--- config.mk ---
export PLATFORM = sky130hd
export DESIGN_NAME = hazard_scoreboard_flat
export DESIGN_NICKNAME = d
export VERILOG_FILES = /design/src/rtl/hazard_scoreboard_if.sv /design/src/rtl/hazard_scoreboard.sv /design/src/flat_wrapper.sv
export SDC_FILE = /design/constraint.sdc
export NUM_CORES = 1
export LEC_CHECK = 0
export BUFFER_PORTS_ARGS = -buffer_cell sky130_fd_sc_hd__buf_2
export CORE_MARGIN = 3
export CORE_UTILIZATION = 61
export DETAILED_ROUTE_END_ITERATION = 10
export PLACE_DENSITY = 0.86
export SYNTH_ARGS = -nofsm -noshare
export SYNTH_HDL_FRONTEND = slang
export SYNTH_SLANG_ARGS = --single-unit
--- constraint.sdc ---
create_clock -name clk -period 5.5 [get_ports clk]
set_clock_uncertainty 0.2 [all_clocks]
set_input_delay 1.1 -clock clk [delete_from_list [all_inputs] [get_ports clk]]
set_output_delay 1.1 -clock clk [all_outputs]
set_load 0.02 [all_outputs]
--- src/rtl/hazard_scoreboard_if.sv ---
// ID-stage bundle between the decode/controller side and hazard_scoreboard.
interface hazard_scoreboard_if #(
   parameter int unsigned REG_ADDR_LEN  = 5,
   parameter int unsigned STALL_CNT_LEN = 16
);
   logic                            id_valid;
   logic [REG_ADDR_LEN-1:0]         id_src1;
   logic [REG_ADDR_LEN-1:0]         id_src2;
   logic                            id_src2_used;
   logic                            id_wb_en;
   logic                            id_mem_r_en;
   logic [REG_ADDR_LEN-1:0]         id_dest;
   logic                            stall_clr;
   logic                            hazard_detected;
   logic [(1<<REG_ADDR_LEN)-1:0]    pending;
   logic [STALL_CNT_LEN-1:0]        stall_count;

   modport master (
      output id_valid, id_src1, id_src2, id_src2_used, id_wb_en, id_mem_r_en, id_dest,
             stall_clr,
      input  hazard_detected, pending, stall_count
   );

   modport slave (
      input  id_valid, id_src1, id_src2, id_src2_used, id_wb_en, id_mem_r_en, id_dest,
             stall_clr,
      output hazard_detected, pending, stall_count
   );
endinterface

--- src/rtl/hazard_scoreboard.sv ---
// Per-register RAW scoreboard for the ID stage with a saturating stall counter.
// Optional macro HAZARD_FORWARDING_EN: only loads are tracked, with a one-cycle load-use stall.
module hazard_scoreboard #(
   parameter int unsigned REG_ADDR_LEN  = 5,
   parameter int unsigned PIPE_DEPTH    = 3,
   parameter int unsigned STALL_CNT_LEN = 16
) (
   input logic               clk,
   input logic               rst,
   hazard_scoreboard_if.slave bus
);
   localparam int unsigned NumRegs = 1 << REG_ADDR_LEN;

   logic [1:0]               cnt_q [NumRegs];
   logic [1:0]               cnt_d [NumRegs];
   logic [STALL_CNT_LEN-1:0] stall_q, stall_d;
   logic                     hazard;
   logic                     issue;
   logic                     load_en;
   logic [1:0]               load_val;

   // cnt_q[0] is held at zero, so source 0 can never raise a hazard.
   always_comb begin
      hazard = bus.id_valid &
               ((cnt_q[bus.id_src1] != 2'd0) |
                (bus.id_src2_used & (cnt_q[bus.id_src2] != 2'd0)));
      issue  = bus.id_valid & ~hazard;
`ifdef HAZARD_FORWARDING_EN
      load_en  = issue & bus.id_wb_en & bus.id_mem_r_en & (bus.id_dest != '0);
      load_val = 2'd1;
`else
      load_en  = issue & bus.id_wb_en & (bus.id_dest != '0);
      load_val = PIPE_DEPTH[1:0];
`endif
   end

   always_comb begin
      for (int i = 0; i < NumRegs; i++) begin
         cnt_d[i] = 2'd0;
         if (i != 0) begin
            if (load_en && (bus.id_dest == REG_ADDR_LEN'(i))) begin
               cnt_d[i] = load_val;
            end else if (cnt_q[i] != 2'd0) begin
               cnt_d[i] = cnt_q[i] - 2'd1;
            end
         end
      end
   end

   always_comb begin
      stall_d = stall_q;
      if (bus.stall_clr) begin
         stall_d = '0;
      end else if (hazard && (stall_q != '1)) begin
         stall_d = stall_q + 1'b1;
      end
   end

   always_ff @(posedge clk or negedge rst) begin
      if (!rst) begin
         for (int i = 0; i < NumRegs; i++) begin
            cnt_q[i] <= 2'd0;
         end
         stall_q <= '0;
      end else begin
         for (int i = 0; i < NumRegs; i++) begin
            cnt_q[i] <= cnt_d[i];
         end
         stall_q <= stall_d;
      end
   end

   always_comb begin
      for (int i = 0; i < NumRegs; i++) begin
         bus.pending[i] = (cnt_q[i] != 2'd0);
      end
   end

   assign bus.hazard_detected = hazard;
   assign bus.stall_count     = stall_q;
endmodule

--- src/flat_wrapper.sv ---
// flat-port wrapper written by rule: the top's interface ports become plain ports
module hazard_scoreboard_flat 
#(
   parameter int unsigned REG_ADDR_LEN  = 5,
   parameter int unsigned PIPE_DEPTH    = 3,
   parameter int unsigned STALL_CNT_LEN = 16
)
  (clk, rst, bus_id_valid, bus_id_src1, bus_id_src2, bus_id_src2_used, bus_id_wb_en, bus_id_mem_r_en, bus_id_dest, bus_stall_clr, bus_hazard_detected, bus_pending, bus_stall_count);
  hazard_scoreboard_if #(.REG_ADDR_LEN(REG_ADDR_LEN), .STALL_CNT_LEN(STALL_CNT_LEN)) bus_i ();
  input logic clk;
  input logic rst;
  input wire logic [$bits(bus_i.id_valid)-1:0] bus_id_valid;
  input wire logic [$bits(bus_i.id_src1)-1:0] bus_id_src1;
  input wire logic [$bits(bus_i.id_src2)-1:0] bus_id_src2;
  input wire logic [$bits(bus_i.id_src2_used)-1:0] bus_id_src2_used;
  input wire logic [$bits(bus_i.id_wb_en)-1:0] bus_id_wb_en;
  input wire logic [$bits(bus_i.id_mem_r_en)-1:0] bus_id_mem_r_en;
  input wire logic [$bits(bus_i.id_dest)-1:0] bus_id_dest;
  input wire logic [$bits(bus_i.stall_clr)-1:0] bus_stall_clr;
  output wire logic [$bits(bus_i.hazard_detected)-1:0] bus_hazard_detected;
  output wire logic [$bits(bus_i.pending)-1:0] bus_pending;
  output wire logic [$bits(bus_i.stall_count)-1:0] bus_stall_count;
  assign bus_i.id_valid = bus_id_valid;
  assign bus_i.id_src1 = bus_id_src1;
  assign bus_i.id_src2 = bus_id_src2;
  assign bus_i.id_src2_used = bus_id_src2_used;
  assign bus_i.id_wb_en = bus_id_wb_en;
  assign bus_i.id_mem_r_en = bus_id_mem_r_en;
  assign bus_i.id_dest = bus_id_dest;
  assign bus_i.stall_clr = bus_stall_clr;
  assign bus_hazard_detected = bus_i.hazard_detected;
  assign bus_pending = bus_i.pending;
  assign bus_stall_count = bus_i.stall_count;
  hazard_scoreboard #(.REG_ADDR_LEN(REG_ADDR_LEN), .PIPE_DEPTH(PIPE_DEPTH), .STALL_CNT_LEN(STALL_CNT_LEN)) u_core (.clk(clk), .rst(rst), .bus(bus_i));
endmodule
== Word level (Yosys, flattened, before mapping) ==
Cells that the tools add are included.

* Bits in registers: 78
* Output and inout bits: 49
* Input bits: 22
* Logic and storage cells: 244

* Reduce and logical (&&, ||, !) cells: 67
* Add/subtract/negate cells: 32
* Bitwise gates (word level): 9
* Equal/unequal tests: 32
* Multiplexer cells: 70
* $lt $le $gt $ge: 2

{| class="wikitable"
|+ Operators by type and width
! cell !! number
|-
| $mux W2 || 66
|-
| $eq A5 B5 Y1 const B || 16
|-
| $reduce_bool A2 Y1 || 34
|-
| $sub A2 B1 Y2 const B || 31
|-
| $eq A5 B4 Y1 const B || 8
|-
| $logic_and A1 B1 Y1 || 32
|-
| $mux W16 || 2
|-
| $bmux W2 S5 || 2
|-
| $eq A5 B3 Y1 const B || 4
|-
| $add A16 B1 Y16 const B || 1
|-
| $ne A16 B16 Y1 const B || 1
|-
| $ge A6 B6 Y1 const B || 2
|-
| $not A5 Y6 || 2
|-
| $eq A5 B2 Y1 const B || 2
|-
| $and A1 B1 Y1 || 5
|-
| $eq A5 B1 Y1 const B || 1
|-
| $reduce_bool A5 Y1 || 1
|-
| $not A1 Y1 || 1
|-
| $or A1 B1 Y1 || 1
|}

== Depth between registers and ports, before layout ==
* Depth after elaboration: 14
* Depth in mapped cells: 12
* Mapped depth without buffers: 8

== Worst setup path before layout ==
No wires, ideal clock.

* Path kind: input-to-output
* Start point: input bus_id_src1[1]
* End point: output bus_hazard_detected
* Path buffers: 2
* Data required time: 4.200 ns
* Slack: 1.491 ns
* Stages on the path: 8
* Data arrival time: 2.709 ns
* Cell sequence: buf_4 buf_2 nor3_1 a21oi_1 mux4_2 a32oi_1 o211ai_1 and2_1

* Cells in the longest elaborated chain, start to end: 7

{| class="wikitable"
|+ Ends and longest elaborated chain
! item !! RTL line !! source
|-
| from (decl) || flat_wrapper.sv:13 || <nowiki>input wire logic [$bits(bus_i.id_src1)-1:0] bus_id_src1;</nowiki>
|-
| $not A5 Y6 (not written as such) || hazard_scoreboard.sv:25 || <nowiki>((cnt_q[bus.id_src1] != 2'd0) |</nowiki>
|-
| $bmux W2 S5 || hazard_scoreboard.sv:25 ||
|-
| $mux W2 (not written as such) (2 in a row) || hazard_scoreboard.sv:25 ||
|-
| $reduce_bool A2 Y1 || hazard_scoreboard.sv:25 ||
|-
| $or A1 B1 Y1 || hazard_scoreboard.sv:25 ||
|-
| $and A1 B1 Y1 || hazard_scoreboard.sv:24 || <nowiki>hazard = bus.id_valid &</nowiki>
|-
| to (decl) || flat_wrapper.sv:20 || <nowiki>output wire logic [$bits(bus_i.hazard_detected)-1:0] bus_hazard_detected;</nowiki>
|}

No other way between the ends. The select of a mux whose other input is x is not followed.

== Final worst setup path ==
Same ends and word-level chain as after synthesis.

==> metrics.md <==
| Metric | Value |
|---|---|
| Nature of the critical path endpoint | output pin |
| Ports | 71 |
| Slowest CP cell | mux4_2 |
| Nets | 523 |
| Row cnt | 29 |
| Top-area cell type share of the netlist area | 0.4661 |
| Clock sinks | 78 |
| Syn nets | 465 |
| Die area | 7895 um^2 |
| Vias per cell | 6.242 |
| TritonCTS Buffers | 9 |
| Count leader, synth | dfrtp_1 |
| Post-CTS sizing | 0 |
| Slew headroom | 0.4202 |
| Core box area | 6495 um^2 |
| Final period util | 0.8089 |
| DIE HEIGHT | 88.86 um |
| Worst Path Required | 4.20 ns |
| Layout area overhead | 11.59% |
| DR WL/cell | 17.47 um |
| Critical Path Most Common Cell | buf_2 |
| Synth area leader | dfrtp_1 |
| Avg Cell Area, Syn | 9.475 um^2 |
| Routed via count | 3633 |
| Slew Limit Fails | 0 |
| Largest net degree at the start of global routing | 43 |
| WS Path Type | in -> out |
| Vias in the first global route | 3393 |
| Post-CTS Setup Inserts | 0 |
| Skew-Pair Late Insertion Delay | 0.35 ns |
| Initial Utilization | 0.6448 |
| Outcome | completed |
| Diodes inserted | 0 |
| Worst-Margin Slew | 0.8697 ns |
| Netlist cell types | 61 |
| Final setup violating endpoints | 0 |
| Hold Buf Count CTS | 0 |
| Unrepaired setup endpoints after global routing | false |
| RR Endpoint | u_core.cnt_q[33] |
| Layout cells sized above 1 | 0.2376 |
| Min-delay src | u_core.cnt_q[38] |
| Ys async rst share | 1.000 |
| Total GRT Usage | 0.2777 |
| Ys Warns | 0 |
| Post-synth EDFFs | 0 |
| Routed Antenna Nets | 0 |
| Synth top cells by count | dfrtp_1 (78), inv_1 (58), nand2_1 (42) |
| Detailed Place HPWL | 7.158 mm |
| Crit path launch type | input port |
| H-tree Lvls | 3 |
| Grt total ovfl | 0 |
| Crit-path max cell delay | 0.49 ns |
| Clock slew at reported path FFs | 0.07 ns |
| WHS Endpoint | u_core.cnt_q[38] |
| Post-synthesis register bit count | 78 |
| Main flop type after synthesis | dfrtp_1 |
| CP arrival | 3.15 ns |
| 1st-iter DRT viols | 296 |
| Reg-to-reg startpoint | u_core.cnt_q[16] |
| Register area share after synthesis | 0.4661 |
| Fmax | 224.8 MHz |
| PwrDens | 233.7 nW/um^2 |
| CP Cell Sequence | buf_2 > mux2_2 > mux4_2 > a32oi_1 > o211ai_1 > and2_1 > buf_2 |
| Reg2Reg Setup Slack | 1.68 ns |
| DR pass1 iterations | 5 |
| Syn Std Cell Area | 4188 um^2 |
| Initial antenna violation count | 0 |
| Synth top area cells | dfrtp_1 (47%), inv_1 (5.2%), mux4_2 (4.3%) |
| CTS Root Cell | clkbuf_8 |
| Max Fanout on Critical Path | 16 |
| Die Width | 88.86 um |
| Max cap viols | 0 |
| DP Cell Count | 566 |
| CTS tree | done |
| Maximum VDD drop | 0.0001615 V |
| Final wirelength | 10.17 mm |
| Final Hold Fails | 0 |
| Cell leakage power | 2.288 nW |
| Non-Filler Instances | 582 |
| Max clock buf depth | 2 |
| Filler cell count | 482 |
| DRC | 0 |
| Crit path time final | 4.449 ns |
| Final Wtd Congestion | 0.8683 |
| Tightest Hold Check Type | reg -> reg |
| Total negative slack | 0 ns |
| Number of port buffers | 68 |
| Register-to-Register Path Depth | 7 |
| Worst hold stages | 1 |
| First-pass GRT wire length | 16.46 mm |
| Synth Instances | 442 |
## state kept, by name (all words and copies together), names as in the netlist
name / flops
u_core.cnt_q: 62
u_core.bus.stall_count: 16
## critical path, delay by kind of cell
family          cells  cell delay, ns
mux                 2            0.86
compound gates      2            0.51
buf+inv             2            0.46
simple gates        1            0.22
## how the worst max path moves through the flow
stage,from,endpoint,cells past startpoint
after detailed placement,bus_id_src1[1],u_core.cnt_q[33],7
after global placement,bus_id_src1[1],u_core.cnt_q[17],7
after global routing,bus_id_src1[1],bus_hazard_detected,7
after floorplan,bus_id_src1[1],bus_hazard_detected,8
after CTS,bus_id_src1[1],bus_hazard_detected,7
final,bus_id_src1[1],bus_hazard_detected,7
## cell type report
cell class	instances	area, um^2	area share
Tap cell	77	96.34	0.02062
Sequential cell	78	1952	0.4177
Clock inverter	3	17.52	0.003748
Multi-Input combinational cell	284	1873	0.4008
Timing Repair Buffer	69	347.8	0.07443
Inverter	58	217.7	0.04659
Clock buffer	13	168.9	0.03614
## per-layer routing
layer / wire [um] / track usage / up-vias
met5: 0 / 0 / -
met4: 252 / 0.1168 / 0
met3: 641 / 0.05680 / 28
met2: 4818 / 0.4285 / 142
met1: 4452 / 0.3831 / 1766
li1: - / - / 1697
## per-stage QoR
step	area, um^2	total power, mW	util	hold slack, ns	setup slack, ns
finish	4673	1.092	0.7195	0.2926	1.051
global route	4673	1.138	0.7195	0.3075	0.9185
CTS	4673	1.096	0.7195	0.2879	1.066
detailed placement	4487	0.6979	0.6908	0.2786	0.9455
global placement	4487	0.6954	0.6908	0.2667	1.012
floorplan	4188	0.6640	-	0.2562	1.491
## cell usage in the layout, fill, tap and decap left out, types with 2 or more instances in the layout
cell type / n
dfrtp_1: 78
buf_2: 68
inv_1: 58
nand2_1: 42
o21ai_0: 31
o22ai_1: 25
nor2_1: 24
a21oi_1: 21
o31ai_1: 12
clkbuf_8: 12
nor3_1: 11
or4_1: 9
mux4_2: 8
o21ai_1: 8
or2_2: 7
o22ai_2: 7
nand3_1: 6
or2_1: 6
o211ai_1: 5
and3_1: 5
a2111oi_0: 4
or3_1: 4
or3b_2: 3
nand3b_1: 3
and2_1: 3
and4_1: 3
nand4_1: 3
a211oi_1: 2
mux2_2: 2
nor2b_1: 2
nand4b_4: 2
clkinv_2: 2
## report_power, final
group / total [mW] / leakage (nW) / internal, mW / switching (mW)
clock: 0.405 / 0.0954 / 0.200 / 0.205
combinational: 0.106 / 1.10 / 0.0319 / 0.0744
sequential: 0.581 / 1.09 / 0.577 / 0.00375
## cells by family (layout without fill, tap and decap cells)
kind of cell    count (synthesis)  after routing  share of synthesized area
fa+ha+maj                       1              1                   0.002987
simple gates                  142            142                     0.1879
compound gates                130            130                     0.2071
mux                            10             10                    0.04840
buf+inv                        80            143                    0.08664
other cells                     1              1                  0.0008955
flops                          78             78                     0.4661
Power figures use the tool's default switching activity.
